File: src/rtl/cic_sample_arbiter.sv
// cic_sample_arbiter: per-channel hold registers drained round-robin (or fixed priority with CIC_ARB_FIXED_PRIO_EN) into one valid/ready output
module cic_sample_arbiter #(
   parameter int NUM_CH = 4,
   parameter int DATA_W = 8,
   parameter int CH_W   = 2
) (
   input  logic                     clk,
   input  logic                     reset,
   input  logic [NUM_CH-1:0]        in_valid,
   input  logic [NUM_CH*DATA_W-1:0] in_data,
   output logic                     out_valid,
   input  logic                     out_ready,
   output logic [DATA_W-1:0]        out_data,
   output logic [CH_W-1:0]          out_ch,
   output logic [NUM_CH-1:0]        overflow,
   input  logic                     clear_ovf
);
   localparam logic [CH_W:0] N = (CH_W+1)'(NUM_CH);
   logic [DATA_W-1:0] hold [NUM_CH];
   logic [NUM_CH-1:0] pend, gnt_vec;
   logic [CH_W-1:0]   base, g;
   logic [CH_W:0]     idx;
   logic              any, free, grant;
   assign free    = !out_valid || out_ready;
   assign grant   = free && any;
   assign gnt_vec = grant ? NUM_CH'(1) << g : '0;
`ifdef CIC_ARB_FIXED_PRIO_EN
   assign base = '0;
`else
   logic [CH_W-1:0] rr_ptr;
   assign base = rr_ptr;
   always_ff @(posedge clk)
      if (reset) rr_ptr <= '0;
      else if (grant) rr_ptr <= (g == CH_W'(NUM_CH-1)) ? '0 : g + 1'b1;
`endif
   // first pending channel at or after base, wrapping modulo NUM_CH
   always_comb begin
      g   = '0;
      any = 1'b0;
      idx = '0;
      for (int k = 0; k < NUM_CH; k++) begin
         idx = {1'b0, base} + (CH_W+1)'(k);
         idx = (idx >= N) ? idx - N : idx;
         if (!any && pend[idx[CH_W-1:0]]) begin
            g   = idx[CH_W-1:0];
            any = 1'b1;
         end
      end
   end
   // a capture on the granted channel re-arms pend; overrun only when the old sample is lost
   always_ff @(posedge clk)
      if (reset) begin
         pend     <= '0;
         overflow <= '0;
         for (int i = 0; i < NUM_CH; i++) hold[i] <= '0;
      end else begin
         for (int i = 0; i < NUM_CH; i++) begin
            if (in_valid[i]) hold[i] <= in_data[i*DATA_W +: DATA_W];
            pend[i]     <= in_valid[i] | (pend[i] & ~gnt_vec[i]);
            overflow[i] <= (in_valid[i] & pend[i] & ~gnt_vec[i]) | (overflow[i] & ~clear_ovf);
         end
      end
   always_ff @(posedge clk)
      if (reset) begin
         out_valid <= 1'b0;
         out_data  <= '0;
         out_ch    <= '0;
      end else if (free) begin
         out_valid <= any;
         if (any) begin
            out_data <= hold[g];
            out_ch   <= g;
         end
      end
endmodule

File: config.mk
export PLATFORM = sky130hd
export DESIGN_NAME = cic_sample_arbiter
export DESIGN_NICKNAME = d
export VERILOG_FILES = /design/src/rtl/cic_sample_arbiter.sv
export SDC_FILE = /design/constraint.sdc
export NUM_CORES = 1
export LEC_CHECK = 0
export BUFFER_PORTS_ARGS = -buffer_cell sky130_fd_sc_hd__buf_2
export CAP_MARGIN = 20
export CORE_MARGIN = 2
export CORE_UTILIZATION = 53
export CTS_CLUSTER_DIAMETER = 50
export DETAILED_ROUTE_END_ITERATION = 7
export PLACE_DENSITY = 0.8
export SLEW_MARGIN = 30
export SYNTH_ARGS = -nofsm -noshare
export SYNTH_HDL_FRONTEND = slang
export SYNTH_SLANG_ARGS = --single-unit
File: constraint.sdc
create_clock -name clk -period 2 [get_ports clk]
set_clock_uncertainty 0.05 [all_clocks]
set_input_delay 0 -clock clk [delete_from_list [all_inputs] [get_ports clk]]
set_output_delay 0 -clock clk [all_outputs]
set_load 0.02 [all_outputs]
==> results.json <==
{
  "core-area_um2": 4320,
  "place_area_um2": 2680,
  "period_needed_ns": 1.85,
  "post-route-period-util": 0.926,
  "viasPerCell": 5.25,
  "grt_use_total": 0.229,
  "drv_slew": 0,
  "die_h_um": 70.9,
  "syn_area_um2": 2370,
  "clk_path_buf_depth": 2,
  "start_util": 0.549,
  "clock-root-buffer": "clkbuf_8",
  "cellLeakagePower_uw": 0.00135,
  "cts_buffers": 5,
  "grt_max_degree": 18,
  "wl_met2_um": 2860,
  "hpwl_um": 3500,
  "syn_area_per_cell_um2": 12.1,
  "routed_wl_um": 5350,
  "ys_seq_elements": 53,
  "fin_ws_ns": 0.148,
  "cp.required_ns": 2.11,
  "post_cts_buffers": 0,
  "ys_warn_count": 0,
  "syn_nets": 236,
  "ioPinCount": 55,
  "grt_pass1_wl_um": 8650,
  "gr-total-overflow": 0,
  "hold_path_class": "in2reg",
  "slowest_stage": "dfxtp_1",
  "gp_congestion": 0.889,
  "critical_path_class": "reg2reg",
  "maxCapViolCount": 0,
  "relSlewSlack": 0.611,
  "cts_tree": "done",
  "min_from": "reset",
  "io_buffers": 54,
  "drt-wirelength-per-cell_um": 15.6,
  "netlist_instances": 196,
  "synth_edf_count": 32,
  "grt_pass1_vias": 1849,
  "setup_viol": 0,
  "final-hold-violation-count": 0,
  "fmaxAchievable_mhz": 540,
  "synth.distinct_cells": 37,
  "power.density_nw_per_um2": 859,
  "setup_tns_ns": 0,
  "drt_pass1_iterations": 4,
  "start_kind": "flop",
  "drc": 0,
  "cp.arrival_ns": 1.97,
  "multi_input_area_um2": 928,
  "cts.clk_slew.worst_paths_ns": 0.09,
  "ys_seq_area_frac": 0.582,
  "cp_max_fo": 9,
  "wl_met3_um": 232,
  "path_cells": "and2b_2, a311oi_4, o21ai_2, a221oi_1, a211oi_1",
  "rsz0062_at_grt": "false",
  "antenna_cells": 0,
  "r2r_start": "base[0]",
  "clock-sinks": 53,
  "maxUsedRoutingLayer": "met4",
  "status": "finished, final reports clean",
  "hold_slack_ns": 0.0175,
  "finalNetCount": 330,
  "htreeDepth": 2,
  "regArea_um2": 1380,
  "synth_ff_type": "edfxtp_1",
  "tightest_slew_ns": 0.582,
  "clk-insertion-delay-late_ns": 0.30,
  "drtIter0Drc": 82,
  "async_reset_ff_frac": 0,
  "dr_total_vias": 1802,
  "fill_cells": 337,
  "area_delta_synth_final_pct": 33.8,
  "die_area_um2": 5030,
  "met1_length_um": 2150,
  "power_uw": 2730,
  "std_cell_rows": 24,
  "setup.worst_path.start": "base[0]",
  "ant_nets": 0,
  "cpPeakStageDelay_ns": 0.39,
  "vdd_drop_max_uv": 400,
  "die_x_um": 70.9,
  "layout-drive-gt1-share": 0.292,
  "grt_antenna_before_repair": 0,
  "endpoint_kind": "flop",
  "post-place-ws_ns": 0.145,
  "fin_area_um2": 3180
}
## power by group
group | internal (uW) | switching [uW] | total (uW) | leakage [uW]
registers | 1280 | 60.9 | 1340 | 0.000518
clock network | 422 | 335 | 756 | 0.0000619
logic | 282 | 354 | 636 | 0.000770
## sequential cells by signal, indices dropped and copies added, names as in the netlist
| name | flops |
|---|---|
| out_ch | 2 |
| overflow | 4 |
| pend | 4 |
| base | 2 |
| out_valid | 1 |
| hold | 32 |
| out_data | 8 |
## cells by family after synthesis
| logic type | Yosys count | synth area share |
|---|---|---|
| and+or+nand+nor | 76 | 0.196 |
| buffers and inverters | 12 | 0.0295 |
| AOI/OAI and AO/OA | 46 | 0.155 |
| DFF | 53 | 0.582 |
| muxes | 9 | 0.0380 |
## cells in the final DEF (no fill, tap or decap), types with 2 or more instances in the layout
master / Yosys / layout
a221oi_1: 7 / 6
o31ai_1: 2 / 2
inv_1: 5 / 5
or2_4: 2 / 2
mux2i_1: 9 / 9
dlygate4sd3_1: 0 / 37
o21bai_1: 9 / 9
o21ai_0: 5 / 5
buf_4: 0 / 3
buf_2: 1 / 54
nand2b_1: 3 / 3
a21oi_1: 6 / 6
and2_1: 40 / 40
or2_2: 5 / 5
a221oi_2: 1 / 2
edfxtp_1: 32 / 32
a211oi_1: 8 / 8
nor2_1: 7 / 7
dfxtp_1: 21 / 21
clkbuf_8: 0 / 6
nand2_1: 10 / 10
nor2b_1: 2 / 2
## per-stage QoR
stage / util / std cells
after floorplan: - / 196
after global placement: 0.620 / 298
after detailed placement: 0.620 / 298
after CTS: 0.733 / 343
after global routing: 0.735 / 343
final: 0.735 / 343
## layer usage
| metal | vias to the layer above | global-route usage |
|---|---|---|
| met5 | - | 0 |
| met1 | 839 | 0.274 |
| li1 | 896 | - |
| met3 | 11 | 0.0470 |
| met2 | 56 | 0.411 |
| met4 | 0 | 0.0776 |
## repair_timing
action | 4_1_cts | 5_1_grt
hold buffers | 37 | 0
endpoints found under the setup margin | 0 | 1
resized for setup | 0 | 1
endpoints found under the hold margin | 40 | 0
## Yosys cell counts, types with 2 or more instances
cell / n / area [um2]
or2_4: 2 / 17.5
and2_1: 40 / 250
mux2i_1: 9 / 90.1
a221oi_1: 7 / 61.3
edfxtp_1: 32 / 961
o31ai_1: 2 / 15.0
nor2b_1: 2 / 12.5
or2_2: 5 / 31.3
inv_1: 5 / 18.8
o21ai_0: 5 / 25.0
clkbuf_1: 4 / 15.0
nand2b_1: 3 / 18.8
a211oi_1: 8 / 60.1
nand2_1: 10 / 37.5
nor2_1: 7 / 26.3
a21oi_1: 6 / 30.0
dfxtp_1: 21 / 420
o21bai_1: 9 / 67.6
## critical path: cells and delay by family (launching register included)
family          cells  cell delay [ns]
compound gates      4             1.02
flops               1             0.39
simple gates        1             0.25
## area by class of cell
type,instances,area share
clock buffer,7,0.0284
inverter,5,0.00591
timing repair buffer,94,0.209
sequential,53,0.435
tap,52,0.0205
multi-input combinational,131,0.292
clock inverter,1,0.00945
## worst paths after layout
path                      end  slack, ns  cells after the start
hold reg to reg   overflow[1]       0.40                      2
hold / removal        pend[1]       0.02                      2
setup reg to reg  out_data[1]       0.15                      5
setup / recovery  out_data[1]       0.15                      5
Power figures use the tool's default switching activity.
